File: src/rtl/peak_event_tracker.sv
// peak_event_tracker
//   Watches a monotonic running-maximum stream. Each time the peak rises it
//   queues an event {new peak, samples the previous peak held} in a small
//   FIFO, which a slow consumer drains through a valid/ready handshake.
//   It also flags saturation (peak reached all-ones) and protocol errors
//   (a sample below the tracked peak).
// Ports
//   clk       in   clock, all logic on posedge
//   rst       in   synchronous active-high reset
//   in_valid  in   in_max carries a sample this cycle
//   in_max    in   [W-1:0] running max from upstream
//   ev_valid  out  FIFO head valid
//   ev_ready  in   consumer accepts head when ev_valid & ev_ready
//   ev_value  out  [W-1:0] peak value of head event
//   ev_hold   out  [CNT_W-1:0] samples the previous peak held (0 for first)
//   ev_level  out  FIFO occupancy, 0..FIFO_DEPTH
//   peak_sat  out  tracked peak is all-ones
//   err_dec   out  sticky: sample below tracked peak seen
//   ovf       out  sticky: event dropped because FIFO was full
module peak_event_tracker #(
    parameter int W          = 2,
    parameter int CNT_W      = 8,
    parameter int FIFO_DEPTH = 4
) (
    input  logic                            clk,
    input  logic                            rst,
    input  logic                            in_valid,
    input  logic [W-1:0]                    in_max,
    output logic                            ev_valid,
    input  logic                            ev_ready,
    output logic [W-1:0]                    ev_value,
    output logic [CNT_W-1:0]                ev_hold,
    output logic [$clog2(FIFO_DEPTH):0]     ev_level,
    output logic                            peak_sat,
    output logic                            err_dec,
    output logic                            ovf
);

    localparam int PTR_W = $clog2(FIFO_DEPTH);
    localparam int LVL_W = PTR_W + 1;

    localparam logic [1:0] ST_IDLE  = 2'd0;
    localparam logic [1:0] ST_TRACK = 2'd1;
    localparam logic [1:0] ST_SAT   = 2'd2;

    localparam logic [W-1:0]     PEAK_MAX = '1;
    localparam logic [CNT_W-1:0] CNT_MAX  = '1;
    localparam logic [CNT_W-1:0] CNT_ONE  = CNT_W'(1);
    localparam logic [LVL_W-1:0] LVL_FULL = LVL_W'(FIFO_DEPTH);

    logic [1:0]       state_q, state_d;
    logic [W-1:0]     peak_q, peak_d;
    logic [CNT_W-1:0] hold_q, hold_d;
    logic             err_q, err_d;
    logic             ovf_q, ovf_d;
    logic [PTR_W-1:0] wr_ptr_q, wr_ptr_d;
    logic [PTR_W-1:0] rd_ptr_q, rd_ptr_d;
    logic [LVL_W-1:0] level_q, level_d;

    logic [W-1:0]     val_mem_q  [FIFO_DEPTH];
    logic [CNT_W-1:0] hold_mem_q [FIFO_DEPTH];

    logic             push;
    logic [CNT_W-1:0] push_hold;
    logic             pop;
    logic             full;
    logic             accept;

    // Peak tracking and event generation
    always_comb begin
        state_d   = state_q;
        peak_d    = peak_q;
        hold_d    = hold_q;
        err_d     = err_q;
        push      = 1'b0;
        push_hold = hold_q;
        if (in_valid) begin
            case (state_q)
                ST_IDLE: begin
                    push      = 1'b1;
                    push_hold = '0;
                    peak_d    = in_max;
                    hold_d    = CNT_ONE;
                    state_d   = (in_max == PEAK_MAX) ? ST_SAT : ST_TRACK;
                end
                ST_TRACK: begin
                    if (in_max > peak_q) begin
                        push    = 1'b1;
                        peak_d  = in_max;
                        hold_d  = CNT_ONE;
                        state_d = (in_max == PEAK_MAX) ? ST_SAT : ST_TRACK;
                    end else if (in_max == peak_q) begin
                        if (hold_q != CNT_MAX) hold_d = hold_q + CNT_ONE;
                    end else begin
                        err_d = 1'b1;
                    end
                end
                ST_SAT: begin
                    // Peak is all-ones, so a sample can only match or fall below.
                    if (in_max == peak_q) begin
                        if (hold_q != CNT_MAX) hold_d = hold_q + CNT_ONE;
                    end else begin
                        err_d = 1'b1;
                    end
                end
                default: state_d = ST_IDLE;
            endcase
        end
    end

    // FIFO bookkeeping; a pop in the same cycle frees room for a push when full
    always_comb begin
        pop      = (level_q != '0) && ev_ready;
        full     = (level_q == LVL_FULL);
        accept   = push && (!full || pop);
        ovf_d    = ovf_q || (push && full && !pop);
        wr_ptr_d = accept ? wr_ptr_q + PTR_W'(1) : wr_ptr_q;
        rd_ptr_d = pop ? rd_ptr_q + PTR_W'(1) : rd_ptr_q;
        level_d  = level_q;
        case ({accept, pop})
            2'b10:   level_d = level_q + LVL_W'(1);
            2'b01:   level_d = level_q - LVL_W'(1);
            default: level_d = level_q;
        endcase
    end

    always_ff @(posedge clk) begin
        if (rst) begin
            state_q  <= ST_IDLE;
            peak_q   <= '0;
            hold_q   <= '0;
            err_q    <= 1'b0;
            ovf_q    <= 1'b0;
            wr_ptr_q <= '0;
            rd_ptr_q <= '0;
            level_q  <= '0;
            for (int unsigned i = 0; i < FIFO_DEPTH; i++) begin
                val_mem_q[i]  <= '0;
                hold_mem_q[i] <= '0;
            end
        end else begin
            state_q  <= state_d;
            peak_q   <= peak_d;
            hold_q   <= hold_d;
            err_q    <= err_d;
            ovf_q    <= ovf_d;
            wr_ptr_q <= wr_ptr_d;
            rd_ptr_q <= rd_ptr_d;
            level_q  <= level_d;
            if (accept) begin
                val_mem_q[wr_ptr_q]  <= in_max;
                hold_mem_q[wr_ptr_q] <= push_hold;
            end
        end
    end

    assign ev_valid = (level_q != '0);
    assign ev_value = val_mem_q[rd_ptr_q];
    assign ev_hold  = hold_mem_q[rd_ptr_q];
    assign ev_level = level_q;
    assign peak_sat = (state_q == ST_SAT);
    assign err_dec  = err_q;
    assign ovf      = ovf_q;

endmodule

File: config.mk
export PLATFORM = sky130hd
export DESIGN_NAME = peak_event_tracker
export DESIGN_NICKNAME = d
export VERILOG_FILES = /design/src/rtl/peak_event_tracker.sv
export SDC_FILE = /design/constraint.sdc
export NUM_CORES = 1
export LEC_CHECK = 0
export CAP_MARGIN = 20
export CORE_MARGIN = 1
export CORE_UTILIZATION = 35
export DETAILED_ROUTE_END_ITERATION = 10
export PLACE_DENSITY = 0.58
export SLEW_MARGIN = 10
export SYNTH_ARGS = -nofsm -noshare
export SYNTH_HDL_FRONTEND = slang
export SYNTH_SLANG_ARGS = --single-unit
File: constraint.sdc
create_clock -name clk -period 7.89 [get_ports clk]
set_clock_uncertainty 0.05 [all_clocks]
set_input_delay 0.789 -clock clk [delete_from_list [all_inputs] [get_ports clk]]
set_output_delay 0.789 -clock clk [all_outputs]
set_load 0.01 [all_outputs]
After elaboration in Yosys (flattened, before gate mapping)
Memory sizes are Yosys's and may differ from the RTL's. A register that Yosys moved wholly into a read port is not among the register bits.
Index checks and enable logic that the tools add are counted.
- register bits after elaboration: 21
- memories kept: 2
- bits in writable memories: 40
- latch bits: 0
- memory bits (read-only): 0
- input bits: 6
- word-level logic and storage cells: 80
- output and inout port bits: 17
- $add $sub $neg: 5
- reductions and logical operators: 20
- bitwise operators: 1
- shift-type cells: 0
- $mul: 0
- equal/unequal tests: 10
- divide/modulo/power cells: 0
- mux-type cells: 33
- order comparisons: 1
- memories (memory ; words ; bits a word ; rd ports ; clocked after Yosys merged registers in ; write ports ; line ; source):
    hold_mem_q ; 4 ; 8 ; 1 ; 1 ; 4 ; 61 ; logic [CNT_W-1:0] hold_mem_q [FIFO_DEPTH];
    val_mem_q ; 4 ; 2 ; 1 ; 1 ; 4 ; 60 ; logic [W-1:0] val_mem_q [FIFO_DEPTH];
- operator list (operator ; count):
    $mux W8 ; 6
    $pmux W8 S3 ; 1
    $mux W2 ; 10
    $mux W1 ; 11
    $reduce_and A3 Y1 ; 3
    $add A8 B1 Y8 const B ; 1
    $ne A8 B8 Y1 const B ; 1
    $reduce_or A8 Y1 ; 1
    $eq A2 B2 Y1 const B ; 3
    $pmux W2 S3 ; 1
    $pmux W3 S2 ; 1
    $reduce_bool A2 Y1 ; 3
    $reduce_bool A3 Y1 ; 2
    $add A2 B1 Y2 const B ; 2
    $eq A2 B1 Y1 const B ; 2
    $logic_and A1 B1 Y1 ; 4
    $ne A2 B2 Y1 const B ; 2
    $pmux W1 S2 ; 2
    $pmux W2 S2 ; 1
    $add A3 B1 Y3 const B ; 1
    $eq A3 B3 Y1 const B ; 1
    $sub A3 B1 Y3 const B ; 1
    $eq A2 B2 Y1 ; 1
    $gt A2 B2 Y1 ; 1
    other kinds (6) ; 8

Logic depth before layout (Yosys ltp)
Gate-level depths: netlist of run 1.
- word-level depth: 10
- gate-level depth with buffers: 10

Worst setup path after synthesis of run 1
Ideal clock, no wire load.
- path kind: input to register
- start point: input in_max[0]
- end point: memory hold_mem_q[2][0] (enable)
- path buffers: 1
- setup slack: 4.448 ns
- stages: 7
- library setup time: 0.394 ns
- arrival: 2.999 ns
- data required time: 7.446 ns
- cell sequence: inv_1 > ha_1 > nand2_1 > o211ai_4 > a2111o_1 > buf_1 > o31ai_1
- RTL lines (element ; line ; source):
    start: declaration ; 28 ; input logic [W-1:0] in_max,
    end: declaration ; 61 ;

==> results of run 1 <==
## power breakdown
group          internal (mW)  total [mW]  switching, mW
combinational          0.130       0.232          0.103
clock                  0.162       0.289          0.127
sequential             0.384       0.424         0.0407
## synth_stat cells
master    count
and3_1        1
o2bb2a_1      1
and2_1        4
nand4_1       4
a41oi_1       1
xnor2_1       4
o21ai_0       7
fa_1          1
mux2_2        2
nor3_1        4
a211oi_1      2
buf_1         2
and2b_2       1
buf_2         2
xor2_1        3
and4b_1       1
a2111o_1      1
mux2i_1       7
mux4_2       10
o211ai_4      1
clkbuf_1      6
nor4b_1       2
o41ai_1       1
nor4_1       10
a21o_1        1
buf_6         1
nor3b_1       1
edfxtp_1     40
o31ai_1       2
inv_1        11
a21oi_1       4
o211a_1       1
mux2_1        1
or3_1         2
nand3_1       4
dfxtp_1      23
ha_1          7
a22o_1        1
nor2_1       50
o21a_1        1
nor2b_1       9
nand2_1      20
## per-stage QoR
step	utilization	total power, mW	hold WS (ns)
3_5_place_dp	0.4011	0.6671	0.4303
3_3_place_gp	0.4011	0.6623	0.4084
2_1_floorplan	-	0.5719	0.4134
5_1_grt	0.4264	0.9989	0.4836
6_report	0.4264	0.9459	0.4350
4_1_cts	0.4264	0.9595	0.4485
## area by class of cell
type / count / area [um2]
Clock inverter: 5 / 56.30
Multi-Input combinational cell: 172 / 1211
Clock buffer: 11 / 151.4
Inverter: 11 / 41.29
Timing Repair Buffer: 26 / 250.2
Tap cell: 105 / 131.4
Sequential cell: 63 / 1662
Fill cell: 775 / 4713
## cells in the final DEF, fill, tap and decap left out, drive strengths merged, types with 2 or more instances in the layout
master          n
nor4b           2
nand3           4
nor4           10
dfxtp          23
nand2          20
clkinv          3
a21oi           4
nor3            4
nor2           50
mux4           10
mux2i           7
xnor2           4
o31ai           2
clkdlybuf4s50  22
buf             4
nor2b           9
or3             2
mux2            3
o21ai           7
inv            11
xor2            3
a211oi          2
edfxtp         40
clkbuf         11
ha              7
nand4           4
and2            4
## flip-flops by register name, summed over array words and instances, names as in the netlist, named ones only
name and count:
peak_q 2, err_dec 1, rd_ptr_q 2, ev_level 3, wr_ptr_q 2, ovf 1
hold_q 8, val_mem_q 8, state_q 2, hold_mem_q 32
## worst paths after layout
| kind | endpoint | cells after the start | from |
|---|---|---|---|
| setup reg to reg | hold_mem_q[0][2]$_SDFFCE_PN0P_ | 7 | peak_q[1]$_SDFFE_PP0P_ |
| hold / removal | ovf$_SDFF_PP0_ | 2 | ovf$_SDFF_PP0_ |
| setup / recovery | hold_mem_q[0][2]$_SDFFCE_PN0P_ | 8 | in_max[0] |
| hold reg to reg | ovf$_SDFF_PP0_ | 2 | ovf$_SDFF_PP0_ |
## cell families (layout without fill, tap and decap cells)
family	after synthesis	after routing	synth area share
flops	63	63	0.5603
mux	20	20	0.1110
compound gates	24	24	0.06034
fa+ha+maj	8	8	0.03629
buf+inv	22	53	0.03122
xor+xnor	7	7	0.02068
simple gates	113	113	0.1802
## worst reg2reg max path: stages (launching register included)
cell and delay, ns:
dfxtp_1 0.34, inv_1 0.05, ha_1 0.31, nand2_1 0.23, o211ai_4 0.15, a2111o_1 0.75, or3_1 0.61, nand2_1 0.41
## routing by layer
metal	track usage	wire, um
met2	0.2336	2954
met3	0.03883	192
met4	0.05769	69
met5	0	0
met1	0.2114	2900
==> impl_metrics.toml, run 1 <==
[outcome]
status = "finished clean"

[floorplanning]
die_h_um = 94.05
core_area_um2 = 8217
placementRows = 33
pin_count = 23
die-area_um2 = 8844
initial_core_util = 0.3609
die_width_um = 94.05

[detailed_routing]
drt_first_pass_iters = 4
ant_nets = 0
vias_per_cell = 5.015
first_iter_violations = 130
num_vias = 1971
wl_per_cell_um = 15.56
finalWirelength_um = 6116
drc_errors = 0

[global_route]
grt_antenna_before_repair = 0
grt_max_degree = 24
grt_overflow = 0
track_usage = 0.1540
grt_pass1_wl_um = 10010
grt_pass1_vias = 1920

[power]
p_leak_nw = 1.227
vdd_ir_drop_max_uv = 79.74
power_density_nw_per_um2 = 270.0

[cells_and_area]
fin_nets = 297
antenna_cells = 0
stdcell_count = 393
fin_area_um2 = 3503
syn_to_final_growth_pct = 18.14
drive_gt1_frac = 0.1181

[setup_path]
path_cells = "clkdlybuf4s50_1 > inv_1 > ha_1 > nand2_1 > o211ai_4 > a2111o_1 > or3_1 > nand2_1"
critPathCaptureType = "register"
cp.arrival_ns = 3.89
r2r_slack_ns = 4.66
cpMostUsedCell = "nand2_1"
critPathMaxStageDelay_ns = 0.75
crit_family = "simple AND/OR/NAND/NOR gates"
cp.required_ns = 7.83
crit_fanout = 23
worstSetupPathType = "input port to register"
crit_path_start_kind = "input port"
cpMaxStageDelayCell = "a2111o_1"
cp.buffers_inverters = 2

[logic_synthesis]
ys_types = 42
synth_top_area_cell = "edfxtp_1"
netlist_area_um2 = 2965
synthTopCellsByArea = "edfxtp_1 (41%), dfxtp_1 (16%), mux4_2 (7.6%)"
syn_avg_cell_area_um2 = 11.54
syn_nets = 271
synth-seq-area-share = 0.5603
yosys.area.top_type_share = 0.4051
synth-seq-cells = 63
synthCells = 257
synth_warnings = 0

[clock_network]
clkLatencyLatePin_ns = 0.34
cts_tree = "yes"
h-tree-depth = 3
cts_resized = 0
cts.sinks = 63
clk_pin_slew_worst_paths_ns = 0.07
clk_path_buf_depth = 2
numCtsBuffers = 9
root_buffer = "clkbuf_8"
postCtsSetupBuffers = 0
cts_hold_buf = 0

[timing]
fmax_mhz = 253.1
finalHoldViolations = 0
worst_slew_pin_slew_ns = 0.7739
setup_violations = 0
grt_setup_unrepaired = "false"
period_share = 0.5008
slew_headroom = 0.4797
finalSetupTns_ns = 0
layout_setup_ws_ns = 3.939
drv_slew = 0
period_needed_ns = 3.951

[placement]
hpwl_um = 4254
dp.cells = 377
port_buffers = 22
placed_area_um2 = 3296
pre_cts_ws_ns = 3.577
place.gp.congestion = 0.7922

[flow_run]
max_cap_violations = 0

[hold_path]
hold_class = "register to register"
Power figures use the tool's default switching activity.
==> inputs of run 2 (changes only) <==
- clock period: 7.89 -> 4.1 ns (I/O delays scaled with it)
==> run 2 against run 1 <==
Register-to-register slack worse by 3.3 ns; utilization is 0.061 points higher; total power is 84% higher; clock-buffer cell count is 1 higher; sequential share of layout area is 0.068 points lower; clock power is 63% higher.
==> impl_metrics.toml, run 2 (same netlist as run 1, synthesis figures left out) <==
[outcome]
status = "finished clean"

[timing]
slew_headroom = 0.4745
setup_violations = 0
period_needed_ns = 3.128
period_share = 0.7629
finalHoldViolations = 0
drv_slew = 0
finalSetupTns_ns = 0
grt_setup_unrepaired = "false"
fmax_mhz = 319.7
worst_slew_pin_slew_ns = 0.7815

[setup_path]
cp_num_cells = 8
cpMostUsedCell = "nand2_1"
setup.worst_path.end = "hold_mem_q[0][3]$_SDFFCE_PN0P_"
cp.buffers_inverters = 2
critPathCaptureType = "register"
crit_path_start_kind = "input port"
cp.required_ns = 4.03
crit_fanout = 10
regToRegStartpoint = "peak_q[1]$_SDFFE_PP0P_"
path_cells = "clkdlybuf4s50_1 > inv_1 > ha_1 > nand2_1 > o211ai_4 > a2111o_1 > or3_1 > nand2_1"
r2r_slack_ns = 1.33
worstSetupPathType = "input port to register"
crit_family = "simple AND/OR/NAND/NOR gates"
crit_path_start = "in_max[0]"
cp.arrival_ns = 3.06
rr_worst_depth = 7
cpMaxStageDelayCell = "clkdlybuf4s50_1"
critPathMaxStageDelay_ns = 0.53
r2r_end = "hold_mem_q[0][3]$_SDFFCE_PN0P_"

[cells_and_area]
final-seq-area_um2 = 1662
syn_to_final_growth_pct = 18.31
fin_util = 0.4270
final_common_cell = "nor2_1"
multi_input_area_um2 = 1211
n_fill_cell = 783
layout_common_cells = "nor2_1 (50), edfxtp_1 (40), dfxtp_1 (23)"
top_register = "hold_mem_q"
top_regs = "hold_mem_q (32), hold_q (8), val_mem_q (8)"
largest_reg_flops = 32
drive_gt1_frac = 0.1293
fin_nets = 303
antenna_cells = 0

[clock_network]
cts_tree = "yes"
h-tree-depth = 3
clk_pin_slew_worst_paths_ns = 0.07
clkLatencyLatePin_ns = 0.34
root_buffer = "clkbuf_8"
cts_resized = 0
clk_path_buf_depth = 2
numCtsBuffers = 9
cts.sinks = 63
cts_hold_buf = 0
postCtsSetupBuffers = 0

[detailed_routing]
ant_nets = 0
finalWirelength_um = 6072
vias_per_cell = 5.155
drc_errors = 0
wl_per_cell_um = 15.22
first_iter_violations = 83
drt_first_pass_iters = 5
num_vias = 2057

[power]
power_density_nw_per_um2 = 496.6
power_frac_seq = 0.467
switching_share = 0.2950
vdd_ir_drop_max_uv = 180.8
p_comb_frac = 0.262
p_int_mw = 1.228
p_leak_nw = 1.236
switching_power_mw = 0.5138
p_clk_frac = 0.271

[floorplanning]
core_area_um2 = 8217
die-area_um2 = 8844
initial_core_util = 0.3609
placementRows = 33
die_h_um = 94.05
pin_count = 23
die_width_um = 94.05

[global_route]
grt_pass1_wl_um = 9729
track_usage = 0.1492
grt_overflow = 0
grt_pass1_vias = 1925
grt_max_degree = 21
grt_antenna_before_repair = 0

[placement]
port_buffers = 22
place.gp.congestion = 0.8143
hpwl_um = 4290

[flow_run]
max_cap_violations = 0

[hold_path]
hold_class = "register to register"
-- run 2: cell count changes in the layout (fill, tap and decap cells not counted) --
cell,change
bufinv_16,-1
buf_4,+6
clkbuf_1,+2
clkinv_2,+1
clkinv_4,-1
clkbuf_8,-1
-- run 2: layout make-up --
cell class | instances | share of cell area
clock buffers | 12 | 0.04137
clock inverters | 4 | 0.006419
inverters | 11 | 0.01177
multi-input cells | 172 | 0.3452
flip-flops and latches | 63 | 0.4736
well taps | 105 | 0.03745
repair buffers | 32 | 0.08417
-- run 2: worst min path at each step --
stage,startpoint,to,slack (ns),cells after the start
6_report,ovf$_SDFF_PP0_,ovf$_SDFF_PP0_,0.42,2
2_1_floorplan,peak_q[1]$_SDFFE_PP0P_,peak_q[1]$_SDFFE_PP0P_,0.41,2
3_3_place_gp,ovf$_SDFF_PP0_,ovf$_SDFF_PP0_,0.41,2
3_5_place_dp,ovf$_SDFF_PP0_,ovf$_SDFF_PP0_,0.41,2
4_1_cts,ovf$_SDFF_PP0_,ovf$_SDFF_PP0_,0.43,2
5_1_grt,ovf$_SDFF_PP0_,ovf$_SDFF_PP0_,0.44,2
-- run 2: worst min-delay path: cells and delay by family (launching register included) --
kind / cells / cell delay (ns)
simple gates: 1 / 0.07
flops: 1 / 0.33
compound gates: 1 / 0.04
-- run 2: power by group through the flow --
| stage | logic, mW | registers, mW | clock network (mW) |
|---|---|---|---|
| 4_1_cts | 0.462 | 0.817 | 0.482 |
| 5_1_grt | 0.501 | 0.826 | 0.503 |
| 3_3_place_gp | 0.458 | 0.829 | 0 |
| 2_1_floorplan | 0.316 | 0.785 | 0 |
| 3_5_place_dp | 0.461 | 0.831 | 0 |
| 6_report | 0.457 | 0.813 | 0.471 |
-- run 2: routing by layer --
layer / part of all wire / GRT usage
met1: 0.48 / 0.1960
met2: 0.46 / 0.2263
met3: 0.042 / 0.04045
met4: 0.019 / 0.07308
met5: 0 / 0
-- run 2: stage by stage --
stage	setup WS, ns	std cells	hold slack [ns]	power, mW	instance area [um2]
floorplan	1.037	257	0.4134	1.101	2965
CTS	0.9711	399	0.4304	1.761	3508
global placement	0.7058	383	0.4074	1.287	3341
detailed placement	0.6073	383	0.4132	1.291	3341
global route	0.8227	399	0.4437	1.831	3508
finish	0.9722	399	0.4207	1.742	3508
==> inputs of run 3 (changes only) <==
- clock period: 4.1 -> 2.9 ns (I/O delays scaled with it)
==> run 3 against run 2 <==
Die area unchanged; worst hold slack gained 0.013 ns; combinational power increased by 59%; final cell count is 3.0% higher; cell area up 3.6%; routed wire length rose by 0.87%; clock-buffer cell count rose by 1; critical path depth increased by 2; utilization is 1.5 points higher; critical path type unchanged; critical endpoint is now ev_level[2]$_SDFFE_PP0P_; highest routed layer unchanged.
==> impl_metrics.toml, run 3 (same netlist as run 1, synthesis figures left out) <==
[power]
vdd_ir_drop_max_uv = 298.6
p_leak_nw = 1.309
p_int_mw = 1.816
power_density_nw_per_um2 = 701.9
p_clk_frac = 0.279
switching_power_mw = 0.7351
switching_share = 0.2881
p_comb_frac = 0.285
power_frac_seq = 0.436

[hold_path]
hold_class = "register to register"

[placement]
dp.cells = 395
place.gp.congestion = 0.7744
pre_cts_ws_ns = -0.04598
port_buffers = 22
placed_area_um2 = 3448
hpwl_um = 4191

[setup_path]
regToRegStartpoint = "peak_q[1]$_SDFFE_PP0P_"
crit_path_start = "in_max[1]"
critPathCaptureType = "register"
rr_worst_depth = 10
cp.required_ns = 3.08
r2r_end = "ev_level[2]$_SDFFE_PP0P_"
path_cells = "clkdlybuf4s50_1 > ha_1 > and2b_2 > o211a_1 > o21ai_0 > nand2_1 > fa_1 > nor2_1 > o2bb2a_1 > mux2_1"
cp.buffers_inverters = 1
setup.worst_path.end = "ev_level[2]$_SDFFE_PP0P_"
r2r_slack_ns = 0.34
crit_path_start_kind = "input port"
crit_family = "adder cells"
crit_fanout = 2
cpMaxStageDelayCell = "clkdlybuf4s50_1"
cp.arrival_ns = 2.76
cp_num_cells = 10
worstSetupPathType = "input port to register"
critPathMaxStageDelay_ns = 0.42

[timing]
whs_ns = 0.4336
period_needed_ns = 2.585
setup_violations = 0
grt_setup_unrepaired = "false"
worst_slew_pin_slew_ns = 0.5709
fmax_mhz = 386.9
slew_headroom = 0.6189
period_share = 0.8912
layout_setup_ws_ns = 0.3154
drv_slew = 0
finalHoldViolations = 0

[clock_network]
h-tree-depth = 3
cts.sinks = 63
cts_tree = "yes"
clk_pin_slew_worst_paths_ns = 0.07
cts_resized = 0
postCtsSetupBuffers = 0
numCtsBuffers = 9
cts_hold_buf = 0
clkLatencyLatePin_ns = 0.33
root_buffer = "clkbuf_8"
clk_path_buf_depth = 2

[floorplanning]
core_area_um2 = 8217
die-area_um2 = 8844
die_width_um = 94.05
die_h_um = 94.05
placementRows = 33
initial_core_util = 0.3609
pin_count = 23

[detailed_routing]
wl_met3_um = 163
ant_nets = 0
wl_met1_um = 3012
top_layer = "met4"
wl_per_cell_um = 14.90
wl_met2_um = 2850
finalWirelength_um = 6125
drt_first_pass_iters = 4
drc_errors = 0
first_iter_violations = 66
vias_per_cell = 4.912
num_vias = 2019

[flow_run]
max_cap_violations = 0

[global_route]
grt_overflow = 0
grt_antenna_before_repair = 0
grt_max_degree = 20
grt_pass1_vias = 1966
grt_pass1_wl_um = 10060
track_usage = 0.1543

[cells_and_area]
top_regs = "hold_mem_q (32), hold_q (8), val_mem_q (8)"
final_common_cell = "nor2_1"
drive_gt1_frac = 0.1699
stdcell_count = 411
antenna_cells = 0
fin_nets = 315
layout_common_cells = "nor2_1 (50), edfxtp_1 (40), dfxtp_1 (23)"
syn_to_final_growth_pct = 22.57
top_register = "hold_mem_q"
fin_area_um2 = 3635
largest_reg_flops = 32

[outcome]
status = "finished clean"
[run 3: layout make-up]
cell class / count / area, um2
clock buffers: 13 / 168.9
well taps: 105 / 131.4
fillers: 766 / 4582
inverters: 11 / 41.29
flip-flops and latches: 63 / 1662
clock inverters: 3 / 17.52
multi-input cells: 172 / 1216
repair buffers: 44 / 397.9
[run 3: stage by stage]
| step | util | TNS, ns | total power, mW |
|---|---|---|---|
| 6_report | 0.4424 | 0 | 2.551 |
| 5_1_grt | 0.4424 | 0 | 2.691 |
| 4_1_cts | 0.4424 | 0 | 2.574 |
| 3_5_place_dp | 0.4197 | -0.04598 | 1.869 |
| 3_3_place_gp | 0.4197 | -0.009701 | 1.860 |
| 2_1_floorplan | - | 0 | 1.557 |
[run 3: worst register-to-register path, stage by stage (launching register included)]
cell and delay, ns:
dfxtp_1 0.34, inv_1 0.05, ha_1 0.27, and2b_2 0.21, o211a_1 0.21, o21ai_0 0.21
nand2_1 0.10, fa_1 0.39, nor2_1 0.10, o2bb2a_1 0.22, mux2_1 0.30
[run 3: metal layers]
| layer | global-route usage | vias up |
|---|---|---|
| li1 | - | 1017 |
| met1 | 0.2042 | 966 |
| met2 | 0.2421 | 29 |
| met3 | 0.02751 | 7 |
| met4 | 0.07692 | 0 |
| met5 | 0 | - |
[run 3: worst min path at each step]
| stage | startpoint | end | cells after the start | slack [ns] |
|---|---|---|---|---|
| 2_1_floorplan | in_max[0] | peak_q[0]$_SDFFE_PP0P_ | 2 | 0.38 |
| 3_3_place_gp | ovf$_SDFF_PP0_ | ovf$_SDFF_PP0_ | 2 | 0.41 |
| 3_5_place_dp | ovf$_SDFF_PP0_ | ovf$_SDFF_PP0_ | 2 | 0.42 |
| 4_1_cts | ovf$_SDFF_PP0_ | ovf$_SDFF_PP0_ | 2 | 0.44 |
| 5_1_grt | ovf$_SDFF_PP0_ | ovf$_SDFF_PP0_ | 2 | 0.47 |
| 6_report | ovf$_SDFF_PP0_ | ovf$_SDFF_PP0_ | 2 | 0.43 |
[run 3: power groups by stage]
stage	combinational [mW]	clock (mW)	sequential, mW
floorplan	0.448	0	1.11
global placement	0.731	0	1.13
detailed placement	0.736	0	1.13
CTS	0.738	0.721	1.11
global route	0.802	0.763	1.13
finish	0.727	0.711	1.11
